<file path="config.mk">
export PLATFORM = sky130hd
export DESIGN_NAME = ifetch_align
export DESIGN_NICKNAME = d
export VERILOG_FILES = /design/src/rtl/ifetch_align.sv
export SDC_FILE = /design/constraint.sdc
export NUM_CORES = 1
export LEC_CHECK = 0
export CELL_PAD_IN_SITES_DETAIL_PLACEMENT = 0
export CELL_PAD_IN_SITES_GLOBAL_PLACEMENT = 1
export CORE_ASPECT_RATIO = 1.4
export CORE_MARGIN = 5
export CORE_UTILIZATION = 35
export DETAILED_ROUTE_END_ITERATION = 10
export PLACE_DENSITY_LB_ADDON = 0.08
export SLEW_MARGIN = 20
export SYNTH_ARGS = -nofsm -noshare
export SYNTH_HDL_FRONTEND = slang
export SYNTH_SLANG_ARGS = --single-unit
</file>
<file path="constraint.sdc">
create_clock -name clk -period 7.5 [get_ports clk]
set_input_delay 0.75 -clock clk [delete_from_list [all_inputs] [get_ports clk]]
set_output_delay 0.75 -clock clk [all_outputs]
set_load 0.02 [all_outputs]
</file>
<file path="src/rtl/ifetch_align.sv">
// Instruction fetch aligner: pulls whole words from instruction memory into a halfword
// queue and presents one aligned 16/32-bit instruction (or bus-error marker) at a time.
module ifetch_align #(
    parameter logic [31:0] RESET_PC = 32'h0000_0000,
    parameter int          BUF_HW   = 4
) (
    input  logic        clk,
    input  logic        resetb,
    input  logic        redirect,
    input  logic [31:0] redirect_pc,
    output logic        imem_ready,
    input  logic        imem_valid,
    output logic [31:0] imem_addr,
    input  logic        imem_rresp,
    input  logic [31:0] imem_rdata,
    output logic        ins_valid,
    input  logic        ins_ready,
    output logic [31:0] ins_data,
    output logic [31:0] ins_pc,
    output logic        ins_compressed,
    output logic        ins_fault
);
    localparam int            IW        = $clog2(BUF_HW);
    localparam int            CW        = $clog2(BUF_HW + 1);
    localparam logic [CW-1:0] DEPTH     = CW'(BUF_HW);
    localparam logic [31:0]   RESET_HPC = RESET_PC & ~32'h1;

    typedef enum logic [1:0] {ST_RESET, ST_FETCH, ST_FAULT} state_e;

    state_e            state_q, state_d;
    logic [IW-1:0]     rd_q, rd_d;
    logic [CW-1:0]     cnt_q, cnt_d;
    logic [31:0]       fpc_q, fpc_d;
    logic [31:0]       pc_q, pc_d;
    logic [15:0]       hw_q [BUF_HW];
    logic [BUF_HW-1:0] flt_q;

    function automatic logic [IW-1:0] idx_add(input logic [IW-1:0] base,
                                              input logic [CW-1:0] off);
        int unsigned s;
        s = 32'(base) + 32'(off);
        return IW'(s % BUF_HW);
    endfunction

    logic [IW-1:0] rd1, wr0, wr1;
    logic [15:0]   h0, h1;
    logic          f0, f1;
    logic [CW-1:0] pop_n, pop_act, push_n;
    logic          xfer;
    logic          we0, we1, wf0;
    logic [15:0]   wd0, wd1;

    assign rd1 = idx_add(rd_q, CW'(1));
    assign wr0 = idx_add(rd_q, cnt_q);
    assign wr1 = idx_add(rd_q, cnt_q + CW'(1));
    assign h0  = hw_q[rd_q];
    assign h1  = hw_q[rd1];
    assign f0  = flt_q[rd_q];
    assign f1  = flt_q[rd1];

    // fpc_q is the halfword PC of the next halfword to be fetched
    assign imem_addr  = fpc_q & ~32'h3;
    assign imem_ready = (state_q == ST_FETCH) && ((DEPTH - cnt_q) >= CW'(2));
    assign xfer       = imem_ready && imem_valid;
    assign ins_pc     = pc_q;

    // Head decode: everything here comes from registered queue state only
    always_comb begin
        ins_valid      = 1'b0;
        ins_data       = '0;
        ins_compressed = 1'b0;
        ins_fault      = 1'b0;
        pop_n          = '0;
        if (cnt_q != '0) begin
            if (f0) begin
                ins_valid = 1'b1;
                ins_fault = 1'b1;
                pop_n     = CW'(1);
            end else if (h0[1:0] != 2'b11) begin
                ins_valid      = 1'b1;
                ins_data       = {16'h0000, h0};
                ins_compressed = 1'b1;
                pop_n          = CW'(1);
            end else if (cnt_q >= CW'(2)) begin
                // a marker in the upper slot replaces the whole 32-bit instruction
                ins_valid = 1'b1;
                pop_n     = CW'(2);
                if (f1) begin
                    ins_fault = 1'b1;
                end else begin
                    ins_data = {h1, h0};
                end
            end
        end
    end

    always_comb begin
        state_d = state_q;
        rd_d    = rd_q;
        cnt_d   = cnt_q;
        fpc_d   = fpc_q;
        pc_d    = pc_q;
        push_n  = '0;
        pop_act = '0;
        we0     = 1'b0;
        we1     = 1'b0;
        wf0     = 1'b0;
        wd0     = imem_rdata[15:0];
        wd1     = imem_rdata[31:16];
        if (redirect) begin
            state_d = ST_FETCH;
            rd_d    = '0;
            cnt_d   = '0;
            fpc_d   = redirect_pc & ~32'h1;
            pc_d    = redirect_pc & ~32'h1;
        end else begin
            if (state_q == ST_RESET) begin
                state_d = ST_FETCH;
            end
            if (xfer) begin
                if (!imem_rresp) begin
                    we0     = 1'b1;
                    wf0     = 1'b1;
                    push_n  = CW'(1);
                    state_d = ST_FAULT;
                end else if (fpc_q[1]) begin
                    // odd-halfword target: the low halfword precedes the target
                    we0    = 1'b1;
                    wd0    = imem_rdata[31:16];
                    push_n = CW'(1);
                    fpc_d  = fpc_q + 32'd2;
                end else begin
                    we0    = 1'b1;
                    we1    = 1'b1;
                    push_n = CW'(2);
                    fpc_d  = fpc_q + 32'd4;
                end
            end
            if (ins_valid && ins_ready) begin
                pop_act = pop_n;
            end
            cnt_d = cnt_q + push_n - pop_act;
            rd_d  = idx_add(rd_q, pop_act);
            pc_d  = pc_q + (32'(pop_act) << 1);
        end
    end

    always_ff @(posedge clk or negedge resetb) begin
        if (!resetb) begin
            state_q <= ST_RESET;
            rd_q    <= '0;
            cnt_q   <= '0;
            fpc_q   <= RESET_HPC;
            pc_q    <= RESET_HPC;
        end else begin
            state_q <= state_d;
            rd_q    <= rd_d;
            cnt_q   <= cnt_d;
            fpc_q   <= fpc_d;
            pc_q    <= pc_d;
        end
    end

    // Queue storage carries no reset; occupancy is tracked by cnt_q alone
    always_ff @(posedge clk) begin
        if (we0) begin
            hw_q[wr0]  <= wd0;
            flt_q[wr0] <= wf0;
        end
        if (we1) begin
            hw_q[wr1]  <= wd1;
            flt_q[wr1] <= 1'b0;
        end
    end

endmodule

</file>
==> results of run 1 <==
==> per-layer routing <==
layer | vias up | global-route usage [%] | part of all wire, %
li1 | 2778 | - | -
met1 | 2981 | 18.1 | 37
met2 | 174 | 31.9 | 55
met3 | 38 | 4.62 | 5.5
met4 | 0 | 5.69 | 2.2
met5 | - | 0 | 0
==> synthesized netlist by cell type (11+ instances only) <==
cell / instances
sky130_fd_sc_hd__a21oi_1: 13
sky130_fd_sc_hd__and3_1: 15
sky130_fd_sc_hd__buf_4: 40
sky130_fd_sc_hd__clkbuf_1: 16
sky130_fd_sc_hd__dfrtp_1: 69
sky130_fd_sc_hd__edfxtp_1: 64
sky130_fd_sc_hd__ha_1: 11
sky130_fd_sc_hd__inv_1: 16
sky130_fd_sc_hd__mux2_2: 107
sky130_fd_sc_hd__mux4_2: 34
sky130_fd_sc_hd__nand2_1: 23
sky130_fd_sc_hd__nand3_1: 20
sky130_fd_sc_hd__nand4_1: 32
sky130_fd_sc_hd__nor2_1: 32
sky130_fd_sc_hd__nor2b_1: 35
sky130_fd_sc_hd__nor3_1: 15
sky130_fd_sc_hd__xnor2_1: 43
sky130_fd_sc_hd__xor2_1: 20
==> worst max-delay path, cell delays in order (launching register included) <==
cell                      delay [ns]
sky130_fd_sc_hd__dfrtp_2        1.01
sky130_fd_sc_hd__mux4_2         0.66
sky130_fd_sc_hd__nand2_1        0.18
sky130_fd_sc_hd__nor2_1         0.09
sky130_fd_sc_hd__nor2_1         0.28
sky130_fd_sc_hd__ha_1           0.29
sky130_fd_sc_hd__fa_1           0.27
sky130_fd_sc_hd__and4_1         0.47
sky130_fd_sc_hd__or4b_1         0.76
sky130_fd_sc_hd__nor4_4         0.32
sky130_fd_sc_hd__xor2_1         0.09
sky130_fd_sc_hd__mux2_2         0.26
==> registers in the layout (all words and copies together) (netlist names) <==
signal,cells
hw_q,64
fpc_q,31
ins_pc,31
flt_q,4
cnt_q,3
rd_q,2
state_q,2
==> metrics by stage <==
step                      setup WS (ns)  instance area (um^2)  std cells  total power (uW)  util (%)
after CTS                          2.60                 10800       1148              3260      45.2
after global routing               2.40                 10800       1148              3390      45.2
final                              2.68                 10800       1148              3210      45.2
after detailed placement           2.65                 10300       1116              2400      42.8
after global placement             2.71                 10200       1116              2370      42.7
after floorplan                    3.71                  8550        700              1920         -
==> worst min-delay path by stage <==
stage,end,slack [ns],cells past startpoint
6_report,ins_pc[30],0.53,2
5_1_grt,flt_q[1],0.57,2
3_3_place_gp,flt_q[3],0.52,2
2_1_floorplan,cnt_q[0],0.45,0
3_5_place_dp,flt_q[3],0.53,2
4_1_cts,flt_q[3],0.54,2
==> report_power, final <==
| part | total (uW) | internal [uW] | switching, uW |
|---|---|---|---|
| combinational | 1280 | 638 | 645 |
| sequential | 1080 | 923 | 155 |
| clock | 845 | 518 | 327 |
| total | 3210 | 2080 | 1130 |
==> final cells by class <==
| class | instances | area share [%] |
|---|---|---|
| Clock buffer | 18 | 3.96 |
| Clock inverter | 14 | 1.43 |
| Inverter | 16 | 0.554 |
| Multi-Input combinational cell | 479 | 40.3 |
| Sequential cell | 137 | 34.4 |
| Tap cell | 310 | 3.58 |
| Timing Repair Buffer | 174 | 15.8 |
==> cell families after synthesis <==
| kind of cell | count (synthesis) | share of synthesized area, % |
|---|---|---|
| xor+xnor | 66 | 7.30 |
| flops | 137 | 43.7 |
| fa+ha+maj | 14 | 2.32 |
| compound gates | 43 | 3.33 |
| mux | 146 | 23.7 |
| buf+inv | 84 | 5.61 |
| other cells | 1 | 0.0439 |
| simple gates | 207 | 14.0 |
==> impl_metrics.csv, run 1 <==
group,metric,value,unit
outcome,status,"finished, final reports clean",
cts,cts-buffers-inserted,17,
drt,detailroute.via_count,5971,
sta,max_freq,207,MHz
grt,initial_antenna_violation_count,0,
placement,gp_routability_congestion,0.835,
power_and_ir_drop,pwr_density,296,nW/um^2
critical_path,reg2regPathDepth,11,
sta,setup_tns,0,ns
grt,grt_first_pass_wirelength,36500,um
critical_path,worst_setup_path_start_kind,"flop",
drt,dr_wl_cell,20.5,um
run,max_cap_viols,0,
layout,drive_above_1_share,24.2,%
critical_path,rr_endpoint,"ins_pc[31]",
sta,maxSlewHeadroom,26.2,%
placement,detailed_place_hpwl,17100,um
layout,regArea,3730,um^2
die,floorplan.initialDensity,35.6,%
die,design.portCount,170,
placement,numPortBuffers,165,
logic_synthesis,synthesis.yosys.warnings,0,
cts,cts-root-to-sink-buffers,2,
logic_synthesis,synth-seq-cells,137,
cts,postCtsSetupBuffers,0,
critical_path,r2r-start,"rd_q[0]",
sta,hold_violations,0,
sta,finalCritPeriodShare,64.3,%
logic_synthesis,netlist-cell-type-count,60,
drt,violation_count_after_the_first_detailed_route_iteration,259,
logic_synthesis,synth_top_cell_area_share,22.5,%
layout,nFillCells,2299,
drt,vias_per_cell,5.20,
cts,clkSinkCount,137,
drt,residual_drc_count,0,
sta,setup_viol,0,
logic_synthesis,synth_edf_count,64,
sta,layout_skew,0.00883,ns
logic_synthesis,post_synthesis_cell_type_with_the_largest_combined_area,"sky130_fd_sc_hd__edfxtp_1",
min_path,hold_class,"input port to async pin",
cts,cts_tree,"yes",
logic_synthesis,synth_cells,698,
drt,ant_nets,0,
layout,multiInputGateArea,4370,um^2
sta,timing_worst_slew_pin_value,1.10,ns
die,die_area,27700,um^2
power_and_ir_drop,vdd_drop_max,0.000147,V
critical_path,setup.reg_to_reg.worst_slack,2.68,ns
logic_synthesis,synth.yosys.seq_area_share,43.7,%
grt,first_global_vias,6582,
critical_path,worstSetupPathType,"flop to flop",
drt,drt_pass1_iterations,4,
die,die-height,195,um
grt,grt_use_total,17.0,%
cts,cts.htree.levels,4,
critical_path,critPathCapture,"ins_pc[31]",
die,num_rows,67,
sta,drv_slew,0,
critical_path,critPathCaptureType,"flop",
cts,clk_pin_slew_worst_paths,0.06,ns
sta,layout_min_cycle_time,4.82,ns
critical_path,crit_start,"rd_q[0]",
grt,grt.overflow.total,0,
die,coreArea,24000,um^2
sta,finalHoldWorstSlack,0.531,ns
power_and_ir_drop,leakage,0.00390,uW
logic_synthesis,synth_top_area_cells,"sky130_fd_sc_hd__edfxtp_1 (23%), sky130_fd_sc_hd__dfrtp_1 (20%), sky130_fd_sc_hd__mux2_2 (14%)",
layout,layout.cells.most_common,"sky130_fd_sc_hd__clkdlybuf4s50_1",
critical_path,maximum_fanout_along_the_worst_path,37,
grt,grt_max_degree,70,
logic_synthesis,syn-mean-instance-area,12.2,um^2
cts,cts_resized,0,
layout,insertedDiodeCount,0,
die,die_w,142,um
cts,clock_insertion_delay_worst_skew,0.43,ns
logic_synthesis,synth_flop_cell,"sky130_fd_sc_hd__dfrtp_1",
sta,setup_repair_after_global_routing_missed_its_margin,"no",
critical_path,cp_data_required_time,7.81,ns
critical_path,worst-endpoint-arrival,5.13,ns
logic_synthesis,asyncSetResetFlopFracSynth,50.4,%
logic_synthesis,netlist_area,8540,um^2
layout,layout.cells.most_common_list,"sky130_fd_sc_hd__clkdlybuf4s50_1 (163), sky130_fd_sc_hd__mux2_2 (107), sky130_fd_sc_hd__dfrtp_1 (67)",
layout,syn_to_final_growth,27.0,%
drt,routed_wl,23500,um
layout,finish.net_count,909,
cts,cts_root_buf,"sky130_fd_sc_hd__clkbuf_16",
cts,cts_hold_repair.buffers,0,
Power figures use the tool's default switching activity.
==> run 2, diff against run 1 <==
==> constraint.sdc (replaced) <==
create_clock -name clk -period 5.02 [get_ports clk]
set_input_delay 0.502 -clock clk [delete_from_list [all_inputs] [get_ports clk]]
set_output_delay 0.502 -clock clk [all_outputs]
set_load 0.02 [all_outputs]
==> impl_metrics.csv, run 2 (synthesis gave the netlist of run 1 again) <==
group,metric,value,unit
outcome,status,"finished, final reports clean",
drt,ant_nets,0,
cts,cts_root_buf,"sky130_fd_sc_hd__clkbuf_16",
drt,drt_pass1_iterations,4,
layout,drive_above_1_share,24.5,%
cts,clk_pin_slew_worst_paths,0.06,ns
die,die-height,195,um
die,floorplan.initialDensity,35.6,%
die,design.portCount,170,
layout,syn_to_final_growth,27.3,%
run,max_cap_viols,0,
critical_path,critPathCaptureType,"flop",
layout,largest_register_ffs,64,
critical_path,r2r-start,"cnt_q[1]",
grt,initial_antenna_violation_count,1,
cts,cts-root-to-sink-buffers,2,
critical_path,worstSetupPathType,"flop to flop",
grt,grt_use_total,17.2,%
cts,cts_tree,"yes",
die,coreArea,24000,um^2
power_and_ir_drop,leakage,0.00393,uW
critical_path,cp_data_required_time,5.32,ns
critical_path,worst-endpoint-arrival,4.23,ns
sta,setup_tns,0,ns
cts,cts.htree.levels,4,
critical_path,setup.reg_to_reg.worst_slack,1.10,ns
sta,layout_min_cycle_time,3.92,ns
die,num_rows,67,
sta,layout_skew,0.00992,ns
layout,nFillCells,2248,
drt,dr_wl_cell,20.3,um
drt,violation_count_after_the_first_detailed_route_iteration,325,
layout,regMostFlops,"hw_q",
sta,drv_slew,0,
sta,setup_viol,0,
power_and_ir_drop,pwr_density,442,nW/um^2
cts,clock_insertion_delay_worst_skew,0.42,ns
sta,setup_repair_after_global_routing_missed_its_margin,"no",
critical_path,worst_setup_path_start_kind,"flop",
sta,max_freq,255,MHz
sta,timing_worst_slew_pin_value,1.08,ns
placement,gp_routability_congestion,0.833,
placement,numPortBuffers,165,
cts,cts_resized,0,
grt,grt.overflow.total,0,
layout,layout.cells.most_common_list,"sky130_fd_sc_hd__clkdlybuf4s50_1 (163), sky130_fd_sc_hd__mux2_2 (107), sky130_fd_sc_hd__dfrtp_1 (67)",
cts,cts-buffers-inserted,17,
min_path,hold_class,"input port to async pin",
critical_path,rr_endpoint,"ins_pc[31]",
sta,finalCritPeriodShare,78.1,%
grt,first_global_vias,6637,
grt,grt_max_degree,83,
layout,layout.cells.most_common,"sky130_fd_sc_hd__clkdlybuf4s50_1",
die,die_area,27700,um^2
drt,residual_drc_count,0,
drt,routed_wl,23500,um
layout,post-route-util,45.3,%
cts,clkSinkCount,137,
critical_path,reg2regPathDepth,12,
placement,detailed_place_hpwl,16900,um
critical_path,maximum_fanout_along_the_worst_path,6,
sta,maxSlewHeadroom,27.8,%
sta,hold_violations,0,
cts,postCtsSetupBuffers,0,
drt,detailroute.via_count,5987,
drt,vias_per_cell,5.19,
grt,grt_first_pass_wirelength,37000,um
cts,cts_hold_repair.buffers,0,
power_and_ir_drop,vdd_drop_max,0.000222,V
layout,finish.net_count,913,
die,die_w,142,um
==> run 2: cell count changes in the layout (fill, tap and decap cells not counted), sizes merged <==
cell,change
diode,+1
clkbuf,+1
inv,-1
clkinvlp,-3
clkinv,+3
buf,+4
==> run 2: area by class of cell <==
cell class / instances / area [um^2] / area share [%]
inverter: 16 / 60.1 / 0.552
multi-input combinational: 479 / 4360 / 40.1
clock buffer: 19 / 433 / 3.98
antenna: 1 / 2.50 / 0.0230
timing repair buffer: 178 / 1740 / 16.0
tap: 310 / 388 / 3.57
sequential: 137 / 3730 / 34.3
clock inverter: 13 / 154 / 1.42
==> run 2: critical path, cell delays in order (launching register included) <==
cell                       delay [ns]
sky130_fd_sc_hd__dfrtp_1         0.61
sky130_fd_sc_hd__inv_1           0.09
sky130_fd_sc_hd__ha_1            0.19
sky130_fd_sc_hd__ha_1            0.22
sky130_fd_sc_hd__nand2b_1        0.17
sky130_fd_sc_hd__or4_4           0.53
sky130_fd_sc_hd__inv_1           0.12
sky130_fd_sc_hd__fa_1            0.25
sky130_fd_sc_hd__and4_1          0.25
sky130_fd_sc_hd__or4b_1          0.70
sky130_fd_sc_hd__nor4_4          0.31
sky130_fd_sc_hd__xor2_1          0.09
sky130_fd_sc_hd__mux2_2          0.26
==> run 2: how the worst max path moves through the flow <==
stage	slack, ns	to	cells past startpoint	from
floorplan	1.23	hw_q[0][0]	9	cnt_q[1]
global placement	1.05	ins_pc[31]	12	cnt_q[1]
detailed placement	1.04	ins_pc[31]	12	cnt_q[1]
CTS	1.03	ins_pc[31]	12	cnt_q[1]
global route	0.81	ins_pc[27]	12	cnt_q[1]
finish	1.10	ins_pc[31]	12	cnt_q[1]
==> run 2: power by group <==
part	switching [uW]	internal, uW	total, uW
Combinational	1020	962	1980
Sequential	183	1380	1560
Clock	488	777	1260
Total	1690	3120	4810
==> run 2: routing by layer <==
layer	GRT usage, %	share of wire [%]
met5	0	0
met4	5.58	2.4
met3	4.20	4.9
met2	31.3	54
met1	19.4	39
==> run 2: per-stage QoR <==
stage / setup WS, ns / cells / total power [uW] / hold WS, ns / instance area (um^2)
5_1_grt: 0.807 / 1153 / 5080 / 0.264 / 10900
2_1_floorplan: 1.23 / 700 / 2860 / 0.206 / 8550
3_5_place_dp: 1.04 / 1120 / 3600 / 0.500 / 10300
3_3_place_gp: 1.05 / 1120 / 3560 / 0.506 / 10300
4_1_cts: 1.03 / 1152 / 4880 / 0.219 / 10900
6_report: 1.10 / 1153 / 4810 / 0.189 / 10900
==> run 3, diff against run 2 <==
==> constraint.sdc (replaced) <==
create_clock -name clk -period 3.69 [get_ports clk]
set_input_delay 0.369 -clock clk [delete_from_list [all_inputs] [get_ports clk]]
set_output_delay 0.369 -clock clk [all_outputs]
set_load 0.02 [all_outputs]
==> impl_metrics.csv, run 3 (synthesis gave the netlist of run 1 again) <==
group,metric,value,unit
cts,clk_pin_slew_worst_paths,0.06,ns
critical_path,critical-path-max-stage-delay,0.59,ns
sta,finalCritPeriodShare,94.4,%
layout,finish.net_count,933,
placement,detailed_place_hpwl,17700,um
grt,grt.overflow.total,0,
power_and_ir_drop,leakage,0.00400,uW
cts,cts-root-to-sink-buffers,2,
critical_path,worstSetupPathType,"flop to flop",
die,floorplan.initialDensity,35.6,%
critical_path,worst_setup_path_start_kind,"flop",
drt,residual_drc_count,0,
layout,syn_to_final_growth,28.5,%
layout,regMostFlops,"hw_q",
min_path,hold_class,"input port to async pin",
layout,stdcell_area,11000,um^2
critical_path,maximum_fanout_along_the_worst_path,6,
critical_path,setup.reg_to_reg.worst_slack,0.21,ns
sta,finalHoldWorstSlack,-0.0116,ns
critical_path,delay_heaviest_family_cp,"simple AND/OR/NAND/NOR gates",
sta,drv_slew,0,
critical_path,crit_chain,"inv_1, ha_1, ha_1, nand2b_1, or4_4, inv_1, fa_2, and4_1, or4b_1, buf_4, nor3_1, xor2_1, mux2_2",
outcome,status,"finished, violations left",
sta,max_freq,287,MHz
critical_path,cp_data_required_time,3.99,ns
sta,setup_repair_after_global_routing_missed_its_margin,"no",
die,num_rows,67,
drt,vias_per_cell,5.18,
grt,grt_first_pass_wirelength,37300,um
critical_path,rr_endpoint,"ins_pc[29]",
sta,hold_violations,11,
drt,dr_wl_cell,20.2,um
placement,gp_routability_congestion,0.803,
critical_path,reg2regPathDepth,13,
sta,layout_skew,0.0108,ns
outcome,failed_checks,"hold timing",
drt,detailroute.via_count,6074,
sta,layout_min_cycle_time,3.48,ns
grt,initial_antenna_violation_count,1,
grt,grt_max_degree,46,
power_and_ir_drop,pwr_density,589,nW/um^2
sta,final_critical_path_setup_slack,0.206,ns
drt,ant_nets,0,
cts,cts_tree,"yes",
layout,layout.cells.most_common,"sky130_fd_sc_hd__clkdlybuf4s50_1",
run,max_cap_viols,0,
drt,routed_wl,23700,um
cts,cts-buffers-inserted,17,
cts,clkSinkCount,137,
die,die_w,142,um
cts,cts.htree.levels,4,
placement,post_dp_cell_area,10400,um^2
cts,cts_root_buf,"sky130_fd_sc_hd__clkbuf_16",
cts,clock_insertion_delay_worst_skew,0.42,ns
placement,numPortBuffers,165,
die,design.portCount,170,
layout,drive_above_1_share,26.7,%
placement,dp_worst_setup_slack,0.0672,ns
die,die-height,195,um
layout,layout.cells.most_common_list,"sky130_fd_sc_hd__clkdlybuf4s50_1 (163), sky130_fd_sc_hd__mux2_2 (107), sky130_fd_sc_hd__dfrtp_1 (67)",
grt,first_global_vias,6826,
critical_path,crit_slowest_cell,"sky130_fd_sc_hd__or4_4",
critical_path,r2r-start,"cnt_q[0]",
sta,maxSlewHeadroom,52.4,%
critical_path,cp.buffers_inverters,3,
layout,largest_register_ffs,64,
critical_path,worst-endpoint-arrival,3.79,ns
die,die_area,27700,um^2
drt,drt_pass1_iterations,6,
sta,setup_viol,0,
grt,grt_use_total,17.3,%
sta,timing_worst_slew_pin_value,0.712,ns
critical_path,critPathCaptureType,"flop",
power_and_ir_drop,vdd_drop_max,0.000310,V
die,coreArea,24000,um^2
drt,violation_count_after_the_first_detailed_route_iteration,253,
power_and_ir_drop,finalPower,6460,uW
==> run 3: worst max-delay path by stage <==
stage | slack (ns) | cells past startpoint | from | endpoint
floorplan | -0.10 | 9 | cnt_q[1] | hw_q[0][0]
global placement | 0.08 | 10 | rd_q[0] | ins_pc[31]
detailed placement | 0.07 | 10 | rd_q[0] | ins_pc[31]
CTS | 0.06 | 10 | rd_q[0] | ins_pc[31]
global route | 0.02 | 13 | cnt_q[0] | ins_pc[25]
finish | 0.21 | 13 | cnt_q[0] | ins_pc[29]
==> run 3: per-layer routing <==
layer | part of all wire (%) | GRT usage, %
met1 | 37 | 18.3
met2 | 55 | 32.8
met3 | 5.3 | 4.50
met4 | 1.8 | 5.12
met5 | 0 | 0
==> run 3: per-stage QoR <==
| stage | setup TNS, ns | utilization, % | instances | hold slack [ns] |
|---|---|---|---|---|
| 3_3_place_gp | 0 | 43.4 | 1139 | 0.467 |
| 4_1_cts | 0 | 45.7 | 1171 | 0.00314 |
| 5_1_grt | 0 | 45.8 | 1173 | 0.0418 |
| 6_report | 0 | 45.8 | 1173 | -0.0116 |
| 2_1_floorplan | -3.25 | - | 700 | 0.0734 |
| 3_5_place_dp | 0 | 43.4 | 1139 | 0.460 |
==> run 3: final cells by class <==
type	count	area [um^2]
multi-input cells	479	4360
diodes	1	2.50
clock buffers	20	437
inverters	16	60.1
well taps	310	388
flip-flops and latches	137	3730
repair buffers	198	1890
clock inverters	12	104
fillers	2286	13000
==> run 3: power by group <==
part	leakage [uW]	switching [uW]	internal (uW)	total, uW
logic	0.00232	1430	1370	2800
registers	0.00142	214	1880	2090
clock network	0.000261	645	922	1570
total	0.00400	2290	4170	6460
==> run 3: timing repair <==
item	CTS	global route
setup endpoints to repair	0	4
setup buffers	0	1
gates resized for setup	0	3
hold buffers	0	0
